--- src/rtl/core_sequencer_if.sv ---
// core_sequencer_if: start/halt control, instruction and data memory
// handshakes, decoder results and debug status for the core sequencer.
interface core_sequencer_if;
   logic        start_i;
   logic        halt_req_i;
   logic        imem_req_o;
   logic [31:0] imem_addr_o;
   logic        imem_ack_i;
   logic [31:0] imem_rdata_i;
   logic [31:0] inst_o;
   logic        dec_n_inst_i;
   logic        dec_is_load_i;
   logic        dec_is_store_i;
   logic        dec_is_branch_i;
   logic [31:0] dec_imm_i;
   logic [4:0]  dec_rd_num_i;
   logic        br_taken_i;
   logic        exec_en_o;
   logic        dmem_req_o;
   logic        dmem_we_o;
   logic        dmem_ack_i;
   logic        rf_we_o;
   logic [31:0] pc_o;
   logic [2:0]  state_o;
   logic        trap_o;
   logic [1:0]  trap_cause_o;
   logic [31:0] retire_cnt_o;

   modport master (
      input  start_i, halt_req_i, imem_ack_i, imem_rdata_i,
      input  dec_n_inst_i, dec_is_load_i, dec_is_store_i,
      input  dec_is_branch_i, dec_imm_i, dec_rd_num_i,
      input  br_taken_i, dmem_ack_i,
      output imem_req_o, imem_addr_o, inst_o, exec_en_o,
      output dmem_req_o, dmem_we_o, rf_we_o, pc_o, state_o,
      output trap_o, trap_cause_o, retire_cnt_o
   );

   modport slave (
      output start_i, halt_req_i, imem_ack_i, imem_rdata_i,
      output dec_n_inst_i, dec_is_load_i, dec_is_store_i,
      output dec_is_branch_i, dec_imm_i, dec_rd_num_i,
      output br_taken_i, dmem_ack_i,
      input  imem_req_o, imem_addr_o, inst_o, exec_en_o,
      input  dmem_req_o, dmem_we_o, rf_we_o, pc_o, state_o,
      input  trap_o, trap_cause_o, retire_cnt_o
   );
endinterface

--- src/rtl/core_sequencer.sv ---
// core_sequencer: multi-cycle fetch/decode/exec/mem/wb control FSM.
// Owns the PC, the retired-instruction counter and the sticky trap.
module core_sequencer #(
   parameter logic [31:0] RESET_VECTOR = 32'h0000_0000,
   parameter int unsigned DEC_LAT      = 2,
   parameter int unsigned MEM_TIMEOUT  = 255
) (
   input logic              clk,
   input logic              rst_n,
   core_sequencer_if.master bus
);

   typedef enum logic [2:0] {
      S_IDLE   = 3'd0,
      S_FETCH  = 3'd1,
      S_DECODE = 3'd2,
      S_EXEC   = 3'd3,
      S_MEM    = 3'd4,
      S_WB     = 3'd5,
      S_TRAP   = 3'd7
   } state_e;

   localparam logic [1:0]  C_TMO = 2'b01;
   localparam logic [1:0]  C_ILL = 2'b10;
   localparam logic [1:0]  C_MIS = 2'b11;
   localparam logic [31:0] NOP   = 32'h0000_0013;
   localparam logic [31:0] DEC_LAST = DEC_LAT - 1;
   localparam logic [31:0] TMO_LAST = MEM_TIMEOUT - 1;

   state_e      state_q;
   logic [31:0] pc_q, npc_q, inst_q, imm_q, ret_q;
   logic [31:0] tmo_q, dcnt_q;
   logic [4:0]  rd_q;
   logic        ld_q, st_q, br_q;
   logic        imem_req_q, exec_en_q, dmem_req_q, dmem_we_q;
   logic        rf_we_q, trap_q;
   logic [1:0]  cause_q;

   logic [31:0] npc_d;
   logic        rf_we_d, tmo_hit, dec_last;

   assign npc_d    = (br_q && bus.br_taken_i) ? pc_q + imm_q
                                              : pc_q + 32'd4;
   assign rf_we_d  = !br_q && !st_q && (rd_q != 5'd0);
   assign tmo_hit  = (MEM_TIMEOUT != 0) && (tmo_q == TMO_LAST);
   assign dec_last = (dcnt_q == DEC_LAST);

   always_ff @(posedge clk or negedge rst_n) begin
      if (!rst_n) begin
         state_q    <= S_IDLE;
         pc_q       <= RESET_VECTOR;
         npc_q      <= RESET_VECTOR;
         inst_q     <= NOP;
         imm_q      <= '0;
         rd_q       <= '0;
         ld_q       <= 1'b0;
         st_q       <= 1'b0;
         br_q       <= 1'b0;
         ret_q      <= '0;
         tmo_q      <= '0;
         dcnt_q     <= '0;
         imem_req_q <= 1'b0;
         exec_en_q  <= 1'b0;
         dmem_req_q <= 1'b0;
         dmem_we_q  <= 1'b0;
         rf_we_q    <= 1'b0;
         trap_q     <= 1'b0;
         cause_q    <= 2'b00;
      end else begin
         exec_en_q <= 1'b0;
         rf_we_q   <= 1'b0;
         unique case (state_q)
            S_IDLE: begin
               if (bus.start_i) begin
                  if (pc_q[1:0] != 2'b00) begin
                     state_q <= S_TRAP;
                     trap_q  <= 1'b1;
                     cause_q <= C_MIS;
                  end else begin
                     state_q    <= S_FETCH;
                     imem_req_q <= 1'b1;
                  end
               end
            end
            S_FETCH: begin
               if (bus.imem_ack_i) begin
                  inst_q     <= bus.imem_rdata_i;
                  imem_req_q <= 1'b0;
                  tmo_q      <= '0;
                  dcnt_q     <= '0;
                  state_q    <= S_DECODE;
               end else if (tmo_hit) begin
                  imem_req_q <= 1'b0;
                  tmo_q      <= '0;
                  state_q    <= S_TRAP;
                  trap_q     <= 1'b1;
                  cause_q    <= C_TMO;
               end else begin
                  tmo_q <= tmo_q + 32'd1;
               end
            end
            S_DECODE: begin
               if (dec_last) begin
                  dcnt_q <= '0;
                  if (bus.dec_n_inst_i) begin
                     state_q <= S_TRAP;
                     trap_q  <= 1'b1;
                     cause_q <= C_ILL;
                  end else begin
                     ld_q      <= bus.dec_is_load_i;
                     st_q      <= bus.dec_is_store_i;
                     br_q      <= bus.dec_is_branch_i;
                     imm_q     <= bus.dec_imm_i;
                     rd_q      <= bus.dec_rd_num_i;
                     exec_en_q <= 1'b1;
                     state_q   <= S_EXEC;
                  end
               end else begin
                  dcnt_q <= dcnt_q + 32'd1;
               end
            end
            S_EXEC: begin
               npc_q <= npc_d;
               if (ld_q || st_q) begin
                  dmem_req_q <= 1'b1;
                  dmem_we_q  <= st_q;
                  state_q    <= S_MEM;
               end else begin
                  rf_we_q <= rf_we_d;
                  state_q <= S_WB;
               end
            end
            S_MEM: begin
               if (bus.dmem_ack_i) begin
                  dmem_req_q <= 1'b0;
                  dmem_we_q  <= 1'b0;
                  tmo_q      <= '0;
                  rf_we_q    <= rf_we_d;
                  state_q    <= S_WB;
               end else if (tmo_hit) begin
                  dmem_req_q <= 1'b0;
                  dmem_we_q  <= 1'b0;
                  tmo_q      <= '0;
                  state_q    <= S_TRAP;
                  trap_q     <= 1'b1;
                  cause_q    <= C_TMO;
               end else begin
                  tmo_q <= tmo_q + 32'd1;
               end
            end
            S_WB: begin
               pc_q  <= npc_q;
               ret_q <= ret_q + 32'd1;
               // misalignment is caught before any request is issued
               if (bus.halt_req_i) begin
                  state_q <= S_IDLE;
               end else if (npc_q[1:0] != 2'b00) begin
                  state_q <= S_TRAP;
                  trap_q  <= 1'b1;
                  cause_q <= C_MIS;
               end else begin
                  imem_req_q <= 1'b1;
                  state_q    <= S_FETCH;
               end
            end
            S_TRAP: state_q <= S_TRAP;
            default: state_q <= S_TRAP;
         endcase
      end
   end

   assign bus.imem_req_o   = imem_req_q;
   assign bus.imem_addr_o  = pc_q;
   assign bus.inst_o       = inst_q;
   assign bus.exec_en_o    = exec_en_q;
   assign bus.dmem_req_o   = dmem_req_q;
   assign bus.dmem_we_o    = dmem_we_q;
   assign bus.rf_we_o      = rf_we_q;
   assign bus.pc_o         = pc_q;
   assign bus.state_o      = state_q;
   assign bus.trap_o       = trap_q;
   assign bus.trap_cause_o = cause_q;
   assign bus.retire_cnt_o = ret_q;

endmodule

--- src/flat_wrapper.sv ---
// flat-port wrapper written by rule: the top's interface ports become plain ports
module core_sequencer_flat 
#(
   parameter logic [31:0] RESET_VECTOR = 32'h0000_0000,
   parameter int unsigned DEC_LAT      = 2,
   parameter int unsigned MEM_TIMEOUT  = 255
)
  (clk, rst_n, bus_start_i, bus_halt_req_i, bus_imem_ack_i, bus_imem_rdata_i, bus_dec_n_inst_i, bus_dec_is_load_i, bus_dec_is_store_i, bus_dec_is_branch_i, bus_dec_imm_i, bus_dec_rd_num_i, bus_br_taken_i, bus_dmem_ack_i, bus_imem_req_o, bus_imem_addr_o, bus_inst_o, bus_exec_en_o, bus_dmem_req_o, bus_dmem_we_o, bus_rf_we_o, bus_pc_o, bus_state_o, bus_trap_o, bus_trap_cause_o, bus_retire_cnt_o);
  core_sequencer_if bus_i ();
  input logic clk;
  input logic rst_n;
  input wire logic [$bits(bus_i.start_i)-1:0] bus_start_i;
  input wire logic [$bits(bus_i.halt_req_i)-1:0] bus_halt_req_i;
  input wire logic [$bits(bus_i.imem_ack_i)-1:0] bus_imem_ack_i;
  input wire logic [$bits(bus_i.imem_rdata_i)-1:0] bus_imem_rdata_i;
  input wire logic [$bits(bus_i.dec_n_inst_i)-1:0] bus_dec_n_inst_i;
  input wire logic [$bits(bus_i.dec_is_load_i)-1:0] bus_dec_is_load_i;
  input wire logic [$bits(bus_i.dec_is_store_i)-1:0] bus_dec_is_store_i;
  input wire logic [$bits(bus_i.dec_is_branch_i)-1:0] bus_dec_is_branch_i;
  input wire logic [$bits(bus_i.dec_imm_i)-1:0] bus_dec_imm_i;
  input wire logic [$bits(bus_i.dec_rd_num_i)-1:0] bus_dec_rd_num_i;
  input wire logic [$bits(bus_i.br_taken_i)-1:0] bus_br_taken_i;
  input wire logic [$bits(bus_i.dmem_ack_i)-1:0] bus_dmem_ack_i;
  output wire logic [$bits(bus_i.imem_req_o)-1:0] bus_imem_req_o;
  output wire logic [$bits(bus_i.imem_addr_o)-1:0] bus_imem_addr_o;
  output wire logic [$bits(bus_i.inst_o)-1:0] bus_inst_o;
  output wire logic [$bits(bus_i.exec_en_o)-1:0] bus_exec_en_o;
  output wire logic [$bits(bus_i.dmem_req_o)-1:0] bus_dmem_req_o;
  output wire logic [$bits(bus_i.dmem_we_o)-1:0] bus_dmem_we_o;
  output wire logic [$bits(bus_i.rf_we_o)-1:0] bus_rf_we_o;
  output wire logic [$bits(bus_i.pc_o)-1:0] bus_pc_o;
  output wire logic [$bits(bus_i.state_o)-1:0] bus_state_o;
  output wire logic [$bits(bus_i.trap_o)-1:0] bus_trap_o;
  output wire logic [$bits(bus_i.trap_cause_o)-1:0] bus_trap_cause_o;
  output wire logic [$bits(bus_i.retire_cnt_o)-1:0] bus_retire_cnt_o;
  assign bus_i.start_i = bus_start_i;
  assign bus_i.halt_req_i = bus_halt_req_i;
  assign bus_i.imem_ack_i = bus_imem_ack_i;
  assign bus_i.imem_rdata_i = bus_imem_rdata_i;
  assign bus_i.dec_n_inst_i = bus_dec_n_inst_i;
  assign bus_i.dec_is_load_i = bus_dec_is_load_i;
  assign bus_i.dec_is_store_i = bus_dec_is_store_i;
  assign bus_i.dec_is_branch_i = bus_dec_is_branch_i;
  assign bus_i.dec_imm_i = bus_dec_imm_i;
  assign bus_i.dec_rd_num_i = bus_dec_rd_num_i;
  assign bus_i.br_taken_i = bus_br_taken_i;
  assign bus_i.dmem_ack_i = bus_dmem_ack_i;
  assign bus_imem_req_o = bus_i.imem_req_o;
  assign bus_imem_addr_o = bus_i.imem_addr_o;
  assign bus_inst_o = bus_i.inst_o;
  assign bus_exec_en_o = bus_i.exec_en_o;
  assign bus_dmem_req_o = bus_i.dmem_req_o;
  assign bus_dmem_we_o = bus_i.dmem_we_o;
  assign bus_rf_we_o = bus_i.rf_we_o;
  assign bus_pc_o = bus_i.pc_o;
  assign bus_state_o = bus_i.state_o;
  assign bus_trap_o = bus_i.trap_o;
  assign bus_trap_cause_o = bus_i.trap_cause_o;
  assign bus_retire_cnt_o = bus_i.retire_cnt_o;
  core_sequencer #(.RESET_VECTOR(RESET_VECTOR), .DEC_LAT(DEC_LAT), .MEM_TIMEOUT(MEM_TIMEOUT)) u_core (.clk(clk), .rst_n(rst_n), .bus(bus_i));
endmodule
--- config.mk ---
export PLATFORM = sky130hd
export DESIGN_NAME = core_sequencer_flat
export DESIGN_NICKNAME = d
export VERILOG_FILES = /design/src/rtl/core_sequencer_if.sv /design/src/rtl/core_sequencer.sv /design/src/flat_wrapper.sv
export SDC_FILE = /design/constraint.sdc
export NUM_CORES = 1
export LEC_CHECK = 0
export ABC_AREA = 1
export CAP_MARGIN = 20
export CORE_MARGIN = 2
export CORE_UTILIZATION = 45
export CTS_CLUSTER_DIAMETER = 200
export CTS_CLUSTER_SIZE = 25
export DETAILED_ROUTE_END_ITERATION = 8
export PLACE_DENSITY_LB_ADDON = 0.3
export RECOVER_POWER = 100
export SLEW_MARGIN = 10
export SYNTH_ARGS = -nofsm -noshare
export SYNTH_HDL_FRONTEND = slang
export SYNTH_SLANG_ARGS = --single-unit
--- constraint.sdc ---
create_clock -name clk -period 5.5 [get_ports clk]
set_input_delay 1.1 -clock clk [delete_from_list [all_inputs] [get_ports clk]]
set_output_delay 1.1 -clock clk [all_outputs]
set_load 0.05 [all_outputs]
==> results of run 1 <==
==> final cells by class <==
| type | count | area (um^2) |
|---|---|---|
| Clock buffer | 16 | 336.6 |
| Clock inverter | 1 | 8.758 |
| Fill cell | 3195 | 15120 |
| Inverter | 267 | 1002 |
| Multi-Input combinational cell | 1488 | 7443 |
| Sequential cell | 243 | 6085 |
| Tap cell | 442 | 553.0 |
| Timing Repair Buffer | 226 | 2237 |
==> kinds of logic (layout without fill, tap and decap cells) <==
logic type	Yosys count	count (layout)	synth area share
fa+ha+maj	38	38	0.03208
mux	32	32	0.02393
simple gates	1135	1135	0.3269
buf+inv	344	510	0.09606
xor+xnor	70	70	0.04072
compound gates	213	213	0.07620
flops	243	243	0.4041
==> cells in the mapped netlist, types with 2 or more instances <==
master,n
buf_2,10
nand2_1,613
buf_6,2
xor2_1,54
a31oi_1,7
o211ai_1,2
dfrtp_1,240
nand2_2,10
o21bai_1,2
o21ai_1,6
o21ai_0,72
inv_2,9
dfstp_2,3
and2_1,2
nor2_2,9
nor3_2,5
a21boi_0,2
inv_1,258
nor4_1,11
clkbuf_1,25
a21boi_1,2
nor3b_1,3
nand3b_1,9
nand3_1,147
mux2_2,32
buf_1,6
a2111oi_0,2
ha_1,37
nor2_1,203
xnor2_1,16
buf_4,34
nand2_4,4
a22oi_1,4
nor3_1,65
a21oi_1,93
nand4_1,34
or2_2,7
nor2_4,6
o22ai_1,16
==> tightest hold or removal path, stage by stage, from the launching register on <==
cell and delay (ps):
dfrtp_1 350, inv_1 40, nand2_1 50
==> registers in the layout (all words and copies together) (netlist names) <==
signal	cells
u_core.bus.imem_addr_o	32
u_core.bus.inst_o	32
u_core.bus.retire_cnt_o	32
u_core.dcnt_q	32
u_core.imm_q	32
u_core.npc_q	32
u_core.tmo_q	32
u_core.rd_q	5
u_core.bus.state_o	3
u_core.bus.trap_cause_o	2
u_core.br_q	1
u_core.bus.dmem_req_o	1
u_core.bus.dmem_we_o	1
u_core.bus.exec_en_o	1
u_core.bus.imem_req_o	1
u_core.bus.rf_we_o	1
u_core.bus.trap_o	1
u_core.ld_q	1
u_core.st_q	1
==> worst max path at each step <==
| stage | slack, ps | end | cells past startpoint | start |
|---|---|---|---|---|
| 5_1_grt | 1130 | u_core.dcnt_q[10] | 6 | bus_imem_ack_i |
| 3_3_place_gp | 2140 | u_core.npc_q[0] | 7 | bus_br_taken_i |
| 4_1_cts | 2310 | bus_pc_o[13] | 1 | u_core.bus.imem_addr_o[13] |
| 3_5_place_dp | 2070 | u_core.npc_q[0] | 7 | bus_br_taken_i |
| 2_1_floorplan | 3370 | u_core.npc_q[28] | 11 | u_core.bus.imem_addr_o[0] |
| 6_report | 1390 | u_core.npc_q[0] | 7 | bus_br_taken_i |
==> metal layers <==
layer  part of all wire  wire (um)
met1               0.45      20320
met2               0.44      19840
met3              0.084       3771
met4              0.023       1053
met5                  0          0
==> stage by stage <==
stage          cells  total power [W]  hold slack, ps
6_report        2683         0.002932           467.4
5_1_grt         2683         0.003032           500.1
4_1_cts         2683         0.002973           483.9
3_5_place_dp    2666         0.001934           457.6
3_3_place_gp    2666         0.001933           449.2
2_1_floorplan   2075         0.001830           438.5
==> power groups by stage <==
stage                      logic (W)  clock network [W]  registers, W
final                       0.000107            0.00104       0.00179
after global routing        0.000120            0.00113       0.00179
after CTS                   0.000114            0.00107       0.00179
after detailed placement    0.000114                  0       0.00182
after global placement      0.000112                  0       0.00182
after floorplan           0.00000878                  0       0.00182
==> out/metrics.cfg, run 1 <==
[hold_path]
hold_path_class = reg2reg
whs_endpoint = u_core.bus.trap_o
hp-start = u_core.bus.trap_o
whs_path_depth = 2

[timing]
final_hold_viol_count = 0
clock_skew_ps = 24.72
final_max_slew_viol_count = 177
fin_crit_sh = 0.7476
tns_ps = 0
setup_violations = 0
fmax_ghz = 0.2432
tightestPinTransition_ps = 2395
slew_headroom = -0.5967
setup_ws_ps = 1388
fin_crit_ps = 4112
grt_setup_unrepaired = false

[synthesis]
synth_area_leader_cell = dfrtp_1
syn-num-nets = 2193
synthCells = 2075
netlist_top_cells_area = dfrtp_1, nand2_1, inv_1
avgSynthCellArea_um2 = 7.256
synth_top_area_frac = 0.3989
ys_warn_count = 0
yosys_register_bits = 243
ys_dominant_reg_cell = dfrtp_1
ys_types = 52
synth_area_mm2 = 0.01506
synth_seq_area_share = 0.4041
synth_edf_count = 0
async_flop_share = 1.000

[worst_setup_path]
r2r-end = u_core.bus.state_o[2]
critPathLaunchType = input pin
critPathKind = in2reg
crit_path_max_fanout = 33
path_common_cell = a21oi_1
slowest_delay_ps = 1150
r2r-start = u_core.bus.state_o[0]
cpLargestDelayFamily = buffers and inverters
r2r_cells = 9
crit_arrival_ps = 4520
crit_required_ps = 5910
critPathCaptureType = flop
crit_chain = clkdlybuf4s50_1 -> nand2_1 -> clkbuf_1 -> inv_1 -> o21ai_0 -> a21oi_1 -> a21oi_1
cp_slowest_cell = clkbuf_1
crit_buf_inv = 3
rrSetupSlack_ps = 1590

[job]
maxCapViolCount = 3

[floorplan]
core-area_mm2 = 0.03278
rows = 66
die_w_um = 186.9
die_area_mm2 = 0.03494
io_pins = 219
start_util = 0.4593
die_y_um = 186.9

[route]
finalWirelength_mm = 44.98
drt-initial-drc-count = 1246
ant_nets = 0
viasPerCell = 5.291
vias = 14200
firstDrtPassIters = 6
drt-wirelength-per-cell_um = 16.77
drc = 0

[grt]
grt_overflow_total = 0
met3_usage = 0.04841
grt_pass1_wl_mm = 72.33
use_met1 = 0.3623
grt_pass1_vias = 13620
grt_util_all_layers = 0.2549
antenna_found_initial = 0
met2_usage = 0.4031
grt_max_degree = 100
top_usage_layer = met2

[place]
gp_congestion = 0.9012
post-place-ws_ps = 2068
place_area_mm2 = 0.01744
io_buffers = 218
dp.final_hpwl_mm = 34.46

[cts]
postCtsResizedCells = 0
clkTransAtPathRegs_ps = 100
clock_latency_ps = 500
htreeDepth = 1
cts_buffers = 13
cts_hold_buf = 0
cts.sinks = 243
clockBufferDepth = 3
cts_tree = built
postCtsSetupBuffers = 0
root_buffer = clkbuf_16

[power]
p_leak_nw = 9.208
p_seq_frac = 0.609
internal_power_w = 0.002278
pwr-share-clk = 0.354
p_sw_frac = 0.2229
ir_drop_uv = 242.3
p_comb_frac = 0.037
power-per-cell-area_mw_per_mm2 = 165.9
power_switching_w = 0.0006534

[run_status]
violations = max-capacitance violations, max-slew violations
status = finished with violations

[final_layout]
area_growth_syn_to_layout_pct = 17.33
mostFrequentLayoutCell = nand2_1
utilization = 0.5389
fin_nets = 2357
final_cell_area_mm2 = 0.01767
drive_gt1_frac = 0.03882
layout_common_cells = nand2_1, inv_1, dfrtp_1, nor2_1, nand3_1
antenna_cells_inserted = 0

No activity file was read; power rests on OpenSTA's default activity.
==> inputs of run 2 (changes only) <==
Clock period 5.5 ns to 3.8 ns, I/O delays scaled along.
==> out/metrics.cfg, run 2 (synthesized netlist as in run 1, its figures left out) <==
[timing]
tns_ps = 0  ; unchanged
slew_headroom = -0.5133  ; was -0.5967
clock_skew_ps = 18.40  ; was 24.72 ps
fmax_ghz = 0.3337
fin_crit_sh = 0.7886
tightestPinTransition_ps = 2270  ; was 2395 ps
grt_setup_unrepaired = false  ; unchanged
final_hold_viol_count = 0  ; unchanged
fin_crit_ps = 2997
final_max_slew_viol_count = 85  ; was 177
setup_violations = 0  ; unchanged

[final_layout]
instances_no_fill = 2686  ; was 2683
mostFrequentLayoutCell = nand2_1  ; unchanged
final_cell_area_mm2 = 0.01770  ; was 0.01767 mm^2
drive_gt1_frac = 0.03922  ; was 0.03882
utilization = 0.5400  ; was 0.5389
fillers = 3269  ; was 3195
layout_common_cells = nand2_1, inv_1, dfrtp_1, nor2_1, nand3_1  ; unchanged
antenna_cells_inserted = 0  ; unchanged
fin_nets = 2360  ; was 2357
area_growth_syn_to_layout_pct = 17.58  ; was 17.33%

[power]
power-per-cell-area_mw_per_mm2 = 239.5  ; was 165.9 mW/mm^2
ir_drop_uv = 338.0  ; was 242.3 uV
p_leak_nw = 9.244  ; was 9.208 nW

[cts]
clockBufferDepth = 3  ; unchanged
cts_buffers = 13  ; unchanged
postCtsSetupBuffers = 0  ; unchanged
postCtsResizedCells = 0  ; unchanged
cts_hold_buf = 0  ; unchanged
clock_latency_ps = 490  ; was 500 ps
cts_tree = built  ; unchanged
root_buffer = clkbuf_16  ; unchanged
clkTransAtPathRegs_ps = 110  ; was 100 ps
htreeDepth = 1  ; unchanged
cts.sinks = 243  ; unchanged

[grt]
grt_overflow_total = 0  ; unchanged
grt_max_degree = 87  ; was 100
grt_pass1_vias = 13460  ; was 13620
grt_util_all_layers = 0.2527  ; was 0.2549
grt_pass1_wl_mm = 71.77  ; was 72.33 mm
antenna_found_initial = 0  ; unchanged

[route]
firstDrtPassIters = 6  ; unchanged
drt-wirelength-per-cell_um = 16.60  ; was 16.77 um
drc = 0  ; unchanged
finalWirelength_mm = 44.58  ; was 44.98 mm
vias = 13970  ; was 14200
drt-initial-drc-count = 1125  ; was 1246
ant_nets = 0  ; unchanged
viasPerCell = 5.201  ; was 5.291

[run_status]
status = finished with violations  ; unchanged
violations = max-capacitance violations, max-slew violations  ; unchanged

[hold_path]
hp-start = u_core.rd_q[3]  ; was u_core.bus.trap_o
hold_path_class = reg2reg  ; unchanged
whs_path_depth = 2  ; unchanged
whs_endpoint = u_core.rd_q[3]  ; was u_core.bus.trap_o

[worst_setup_path]
critPathLaunchType = flop  ; was input pin
r2r-start = u_core.bus.state_o[2]  ; was u_core.bus.state_o[0]
r2r-end = u_core.dcnt_q[18]  ; was u_core.bus.state_o[2]
crit_arrival_ps = 3350  ; was 4520 ps
r2r_cells = 9  ; unchanged
rrSetupSlack_ps = 800  ; was 1590 ps
critPathKind = reg2reg  ; was in2reg
crit_required_ps = 4150  ; was 5910 ps
critPathCaptureType = flop  ; unchanged
crit_path_max_fanout = 16  ; was 33

[floorplan]
io_pins = 219  ; unchanged
die_w_um = 186.9  ; unchanged
die_area_mm2 = 0.03494  ; unchanged
rows = 66  ; unchanged
core-area_mm2 = 0.03278  ; unchanged
start_util = 0.4593  ; unchanged
die_y_um = 186.9  ; unchanged

[job]
maxCapViolCount = 1  ; was 3

[place]
io_buffers = 218  ; unchanged
place_area_mm2 = 0.01748  ; was 0.01744 mm^2
gp_congestion = 0.9793  ; was 0.9012
dp.final_hpwl_mm = 34.57  ; was 34.46 mm
dp_cells = 2669  ; was 2666

## run 2: cell count changes in the layout (fill, tap and decap cells not counted), moves of 2 or more
cell / previous run / this run
buf_12: 0 / 2
buf_4: 5 / 7
nand2_1: 621 / 623
nand2_2: 5 / 2
nor2_1: 212 / 210
nor2_4: 3 / 5
o21ai_0: 75 / 77
o21ai_1: 3 / 1
## run 2: report_power, final
group          leakage [nW]  internal (W)  switching, W
clock                 0.168      0.000637      0.000861
sequential             3.09       0.00258             0
combinational          5.99     0.0000779     0.0000794
## run 2: per-layer routing
metal  global-route usage  routed length, um  share of wire  up-vias
met3              0.04559               3410          0.076       54
met2               0.4043              19760           0.44      470
met4              0.05250                889          0.020        0
li1                     -                  -              -     6939
met5                    0                  0              0        -
met1               0.3590              20520           0.46     6506
## run 2: worst max-delay path by stage
stage / start / to / slack (ps) / cells past startpoint
after floorplan: u_core.bus.imem_addr_o[0] / u_core.npc_q[28] / 1670 / 11
after global placement: bus_imem_ack_i / u_core.bus.trap_cause_o[1] / 1250 / 8
after detailed placement: bus_imem_ack_i / u_core.bus.trap_cause_o[1] / 1250 / 8
after CTS: u_core.bus.imem_addr_o[16] / bus_imem_addr_o[16] / 990 / 1
after global routing: u_core.bus.state_o[2] / u_core.bus.trap_cause_o[1] / 480 / 11
final: u_core.bus.state_o[2] / u_core.dcnt_q[18] / 800 / 9
## run 2: worst max-delay path, cell delays in order (launching register included)
cell      delay [ps]
dfrtp_1          480
inv_1            100
nand2_1           90
clkinv_1          70
nand2_1          440
nand2_1          640
clkbuf_1         620
nand3_1          170
xor2_1           170
nor2_1            60
## run 2: layout make-up
| cell class | instances | area (um^2) | share of cell area |
|---|---|---|---|
| multi-input combinational | 1488 | 7441 | 0.4203 |
| sequential | 243 | 6085 | 0.3437 |
| timing repair buffer | 229 | 2278 | 0.1287 |
| inverter | 267 | 1002 | 0.05661 |
| tap | 442 | 553.0 | 0.03124 |
| clock buffer | 16 | 336.6 | 0.01901 |
| clock inverter | 1 | 8.758 | 0.0004947 |
## run 2: through the flow
| step | hold slack, ps | setup WS (ps) | power, W |
|---|---|---|---|
| after floorplan | 438.5 | 1665 | 0.002648 |
| after global placement | 454.2 | 1245 | 0.002797 |
| after detailed placement | 459.8 | 1249 | 0.002800 |
| after CTS | 268.3 | 990.7 | 0.004292 |
| after global routing | 501.5 | 480.8 | 0.004384 |
| final | 482.9 | 803.5 | 0.004240 |
